### src/rtl/pipeline_ctrl.sv
// pipeline_ctrl: stall/flush sequencer for the five-stage pipeline.
// Generates the PC / IF_ID / ID_EX / EX_MEM / MEM_WB load enables, tracks
// I- and D-cache responses that may come back in either order, and inserts
// load-use bubbles and branch flushes.
// Optional feature macro: PIPELINE_CTRL_PERF_EN (stall/bubble counters).
module pipeline_ctrl #(
    parameter logic [31:0] NOP_INSTR = 32'h00000013
) (
    input  logic        clk,
    input  logic        reset,
    input  logic        imem_req,
    input  logic        imem_resp,
    input  logic        dmem_req,
    input  logic        dmem_resp,
    input  logic        ex_mem_read,
    input  logic [4:0]  ex_rd,
    input  logic [4:0]  id_rs1,
    input  logic [4:0]  id_rs2,
    input  logic        id_use_rs1,
    input  logic        id_use_rs2,
    input  logic        ex_br_taken,
    output logic        load_pc,
    output logic        load_if_id,
    output logic        load_id_ex,
    output logic        load_ex_mem,
    output logic        load_mem_wb,
    output logic        flush_if_id,
    output logic        bubble_id_ex,
    output logic        ihold_en,
    output logic        dhold_en,
    output logic        use_ihold,
    output logic        use_dhold,
    output logic [31:0] stall_cycles,
    output logic [31:0] bubble_count
);

    typedef enum logic {RUN, WAIT} state_t;

    state_t state;
    logic   i_done, d_done;
    logic   i_ok, d_ok, advance, hazard, i_first, d_first;

    // Advance / hazard evaluation and the enable decode (purely combinational)
    always_comb begin
        // A side is satisfied when it has no request, or its response is here now or was held
        i_ok    = ~imem_req | imem_resp | i_done;
        d_ok    = ~dmem_req | dmem_resp | d_done;
        advance = i_ok & d_ok;
        hazard  = ex_mem_read & (ex_rd != 5'd0) &
                  ((id_use_rs1 & (id_rs1 == ex_rd)) | (id_use_rs2 & (id_rs2 == ex_rd)));
        // First response of a split pair: capture it, the pipeline cannot move yet
        i_first = imem_req & imem_resp & ~i_done & ~advance;
        d_first = dmem_req & dmem_resp & ~d_done & ~advance;

        load_pc      = 1'b0;
        load_if_id   = 1'b0;
        load_id_ex   = 1'b0;
        load_ex_mem  = 1'b0;
        load_mem_wb  = 1'b0;
        flush_if_id  = 1'b0;
        bubble_id_ex = 1'b0;
        ihold_en     = 1'b0;
        dhold_en     = 1'b0;
        use_ihold    = 1'b0;
        use_dhold    = 1'b0;

        if (reset) begin
            if (advance) begin
                load_id_ex  = 1'b1;
                load_ex_mem = 1'b1;
                load_mem_wb = 1'b1;
                if (ex_br_taken) begin
                    // Redirect squashes both the fetched and the decoded instruction
                    load_pc      = 1'b1;
                    load_if_id   = 1'b1;
                    flush_if_id  = 1'b1;
                    bubble_id_ex = 1'b1;
                end else if (hazard) begin
                    // Hold PC and IF_ID, let the load move on ahead of a bubble
                    bubble_id_ex = 1'b1;
                end else begin
                    load_pc    = 1'b1;
                    load_if_id = 1'b1;
                end
            end
            ihold_en  = i_first;
            dhold_en  = d_first;
            use_ihold = (state == WAIT) & i_done;
            use_dhold = (state == WAIT) & d_done;
        end
    end

    // RUN/WAIT sequencer with the held-response flags
    always_ff @(posedge clk) begin
        if (!reset) begin
            state  <= RUN;
            i_done <= 1'b0;
            d_done <= 1'b0;
        end else begin
            case (state)
                RUN:     if (!advance) state <= WAIT;
                WAIT:    if (advance)  state <= RUN;
                default: state <= RUN;
            endcase
            if (advance) begin
                i_done <= 1'b0;
                d_done <= 1'b0;
            end else begin
                if (i_first) i_done <= 1'b1;
                if (d_first) d_done <= 1'b1;
            end
        end
    end

`ifdef PIPELINE_CTRL_PERF_EN
    logic [31:0] stall_q, bubble_q;

    // Performance counters, free-running and wrapping
    always_ff @(posedge clk) begin
        if (!reset) begin
            stall_q  <= '0;
            bubble_q <= '0;
        end else begin
            if ((imem_req | dmem_req) & ~advance) stall_q <= stall_q + 32'd1;
            if (bubble_id_ex)                     bubble_q <= bubble_q + 32'd1;
        end
    end

    // Counters read zero while reset is held, like every other output
    assign stall_cycles = reset ? stall_q  : '0;
    assign bubble_count = reset ? bubble_q : '0;
`else
    assign stall_cycles = '0;
    assign bubble_count = '0;
`endif

endmodule

### config.mk
export PLATFORM = sky130hd
export DESIGN_NAME = pipeline_ctrl
export DESIGN_NICKNAME = d
export VERILOG_FILES = /design/src/rtl/pipeline_ctrl.sv
export SDC_FILE = /design/constraint.sdc
export NUM_CORES = 1
export LEC_CHECK = 0
export CAP_MARGIN = 20
export CORE_MARGIN = 4
export CORE_UTILIZATION = 62
export DETAILED_ROUTE_END_ITERATION = 10
export DONT_BUFFER_PORTS = 1
export PLACE_DENSITY = 0.78
export SLEW_MARGIN = 10
export SYNTH_ARGS = -nofsm -noshare
export SYNTH_HDL_FRONTEND = slang
export SYNTH_SLANG_ARGS = --single-unit
export TNS_END_PERCENT = 100
### constraint.sdc
create_clock -name clk -period 1.7 [get_ports clk]
set_input_delay 0.17 -clock clk [delete_from_list [all_inputs] [get_ports clk]]
set_output_delay 0.17 -clock clk [all_outputs]
set_load 0.03 [all_outputs]
**Word level (Yosys, flattened, before mapping)**

Cells that the tools add are included.

- Divide/modulo/power cells: 0
- Add/sub/neg operators: 0
- Bitwise gates (word level): 24
- Shifts and indexed selects: 0
- Multiplexer cells: 18
- Multipliers: 0
- Reduce and logical (&&, ||, !) cells: 2
- Eq/ne operators: 2
- $lt $le $gt $ge: 0

Operators by type and width:

| kind | count |
|---|---|
| $mux W1 | 18 |
| $and A1 B1 Y1 | 13 |
| $eq A5 B5 Y1 | 2 |
| $not A1 Y1 | 6 |
| $or A1 B1 Y1 | 5 |
| $reduce_bool A5 Y1 | 1 |
| $reduce_or A2 Y1 | 1 |

- Output and inout port bits: 75
- Memories kept: 0
- Logic and storage cells: 49
- Bits in latches: 0
- Bits in writable memories: 0
- Register bits: 3
- Input port bits: 25
- ROM bits: 0

**Depth between registers and ports, before layout**

- Depth in word-level cells: 8
- Mapped depth: 5
- Mapped depth without buffers: 4

**Worst setup path after synthesis**

OpenSTA, ideal clock, no wires.

- Path kind: flip-flop to output port
- Start: reg i_done
- End: out bubble_id_ex
- Arrival time: 1.758 ns
- Slack: -0.228 ns
- Buffers on the path: 0
- Stages on the path, launching flop included: 5
- Data required time: 1.530 ns
- Path through: dfxtp_1 > nor3b_2 > nor3b_2 > and2_1 > o21bai_1

- Longest elaborated chain between the ends: 4

RTL lines:

| what | line | RTL |
|---|---|---|
| from (decl) | 40 | `logic i_done, d_done;` |
| from (signal assigned) | 97 | `i_done <= 1'b0;` |
| from (signal assigned) | 106 | `i_done <= 1'b0;` |
| from (signal assigned) | 109 | `if (i_first) i_done <= 1'b1;` |
| $or A1 B1 Y1 | 46 | `i_ok = ~imem_req \| imem_resp \| i_done;` |
| $and A1 B1 Y1 | 48 | `advance = i_ok & d_ok;` |
| $mux W1 | 68 | `if (advance) begin` |
| $mux W1 | 67 | `if (reset) begin` |
| to (decl) | 28 | `output logic bubble_id_ex,` |

No other way between the ends.

**Worst setup path in the final report**

- Start: reg d_done
- End: out bubble_id_ex

- Longest elaborated chain between the ends: 4

RTL lines:

| what | line | RTL |
|---|---|---|
| from (decl) | 40 |  |
| from (signal assigned) | 98 | `d_done <= 1'b0;` |
| from (signal assigned) | 107 | `d_done <= 1'b0;` |
| from (signal assigned) | 110 | `if (d_first) d_done <= 1'b1;` |
| $or A1 B1 Y1 | 47 | `d_ok = ~dmem_req \| dmem_resp \| d_done;` |
| $and A1 B1 Y1 | 48 |  |
| $mux W1 | 68 |  |
| $mux W1 | 67 |  |

No other way between the ends.

==> impl_metrics.tcl <==
set metrics [dict create \
    fin_util 0.579 \
    clkPwrFrac 0.258 \
    synth_compound_area_frac 0.0661 \
    pwr-share-comb 0.584 \
    start_kind "flip-flop" \
    clk_pin_slew_worst_paths_ns 0.04 \
    vias_per_cell 3.94 \
    finalWeightedCongestion 0.634 \
    synth-simple-area-share 0.149 \
    cp.required_ns 1.53 \
    sw_frac_of_total 0.580 \
    synth_area_sq_um 833 \
    synth_area_leaders "buf_4, xor2_1, dfxtp_1" \
    critPathKind "reg -> out" \
    yosysUniqueCellTypes 23 \
    drtPass1Iterations 2 \
    drt-total-wl_um 1470 \
    cts_tree "built" \
    die_w_um 44.7 \
    synthArstFlopShare 0 \
    cts_max_level 1 \
    die_h_um 44.7 \
    wl_per_cell_um 11.6 \
    end_kind "primary output" \
    rsz0062_at_grt "no" \
    setup_viol 0 \
    synth_top_area_cell "buf_4" \
    p_leak_nw 0.376 \
    row_count 12 \
    setup_ws_ns 0.142 \
    final.min_clock_period_ns 1.56 \
    synth_ff_type "dfxtp_1" \
    clk_path_buf_depth 2 \
    synthMuxAreaShare 0 \
    initial_core_util 0.703 \
    antenna_cells 0 \
    drt_iter0_markers 2 \
    cap_violations 0 \
    ys_ff_latch 3 \
    grt_pass1_wl_um 1680 \
    grt_overflow 0 \
    synth.most_common_cell "buf_4" \
    power_uw 478 \
    status "complete, no violations" \
    synth_fa_ha_area_frac 0 \
    cts_sinks 3 \
    place_ws_ns 0.274 \
    dieArea_sq_um 1990 \
    core_area_sq_um 1190 \
    grt_pass1_vias 398 \
    portBuffers 0 \
    grt_max_degree 7 \
    fillers 124 \
    fin_worst_skew_ns 0.00355 \
    ys_seq_area_frac 0.0721 \
    ir_drop_mv 0.620 \
    final_max_slew_viol_count 0 \
    antenna_found_initial 0 \
    seqPwrFrac 0.158 \
    dp.final_hpwl_um 1330 \
    avgSynthCellArea_sq_um 7.79 \
    io-pin-count 100 \
    nets 139 \
    worst_hold_slack_ns 0.0573 \
    synthToLayoutAreaGrowth_pct -17.6 \
    postCtsHoldBufs 0 \
    hold_violations 0 \
    hold_path_class "in -> reg" \
    yosysWarnings 0 \
    p_per_area_nw_per_um2 696 \
    yosysTopAreaCellShare 0.604 \
    clockRootBuffer "clkbuf_4" \
    fmaxAchievable_mhz 642 \
    drtAntennaViolNets 0 \
    syn_inst 107 \
    drive_gt1_frac 0.133 \
    synth_common_cells "buf_4, xor2_1" \
    critPathArrivalTime_ns 1.39 \
    cts_buffers 3 \
    fin_crit_sh 0.916 \
    num_vias 500 \
    fin_setup_tns_ns 0 \
    synth_top_family_by_area "buffers and inverters" \
    remaining_drc_errors 0 \
    clk_latency_ns 0.23 \
    crit_fanout 4 \
    synth_edf_count 0 \
    synth_xor_area_frac 0.105 \
    power.switching_uw 277 \
    grt.total_usage 0.115 \
    internal_power_uw 201 \
]
timing repair:
item,4_1_cts,5_1_grt
setup endpoints to repair,0,2
hold endpoints to repair,0,0
gates resized for setup,0,3
buffers inserted,0,0
power groups by stage:
stage | registers (mW) | logic (mW) | clock network, mW
floorplan | 0.0755 | 0.374 | 0
global placement | 0.0758 | 0.268 | 0
detailed placement | 0.0762 | 0.269 | 0
CTS | 0.0751 | 0.270 | 0.127
global route | 0.0755 | 0.293 | 0.142
finish | 0.0756 | 0.279 | 0.123
metrics by stage:
step | cell area [sq um] | std cells
finish | 687 | 127
global route | 687 | 127
CTS | 667 | 127
detailed placement | 641 | 123
global placement | 641 | 123
floorplan | 1080 | 170
final timing paths:
check                                          from             endpoint  slack [ns]  cells after the start
worst max-delay path            d_done$_SDFFE_PP0P_         bubble_id_ex        0.14                      4
worst min-delay path                          reset     state$_SDFF_PN0_        0.06                      1
worst max register to register  d_done$_SDFFE_PP0P_  i_done$_SDFFE_PP0P_        0.77                      3
worst min register to register  i_done$_SDFFE_PP0P_  i_done$_SDFFE_PP0P_        0.57                      2
placed cells by master, fill, tap and decap left out:
cell	count
nand2_1	3
nor4_2	1
nand3b_1	1
clkbuf_1	1
and2_2	1
xor2_1	8
nor3b_4	3
or4_1	1
o31a_1	1
xnor2_1	2
a21oi_1	2
and2_0	1
o21bai_4	1
dfxtp_1	3
o211ai_1	1
clkbuf_4	3
nor3_1	1
conb_1	64
o21a_1	1
buf_4	6
nor4_1	1
a32oi_1	1
o21ai_1	1
and3_1	2
nor2_1	3
cell families after synthesis:
family | Yosys count
simple gates | 18
flops | 3
buf+inv | 67
xor+xnor | 10
other cells | 1
compound gates | 8
critical path: stages, from the launching register on:
cell and delay [ns]:
dfxtp_1 0.40, nor3b_4 0.08, nor3b_4 0.25, o211ai_1 0.17
o21bai_4 0.25
registers in the layout (all words and copies together) (netlist names):
signal / cells
state: 1
i_done: 1
d_done: 1
cell type report:
class                      instances  area, sq um  share of cell area
multi-input combinational        100          538               0.783
sequential                         3         60.1              0.0874
tap                               14         17.5              0.0255
clock buffer                       4         26.3              0.0383
timing repair buffer               6         45.0              0.0656
metal layers:
layer | share of wire | global-route usage | vias up
met1 | 0.23 | 0.0831 | 221
li1 | - | - | 228
met4 | 0 | 0.0361 | 0
met5 | 0 | 0 | -
met3 | 0.19 | 0.0732 | 0
met2 | 0.58 | 0.232 | 51
Power figures use the tool's default switching activity.
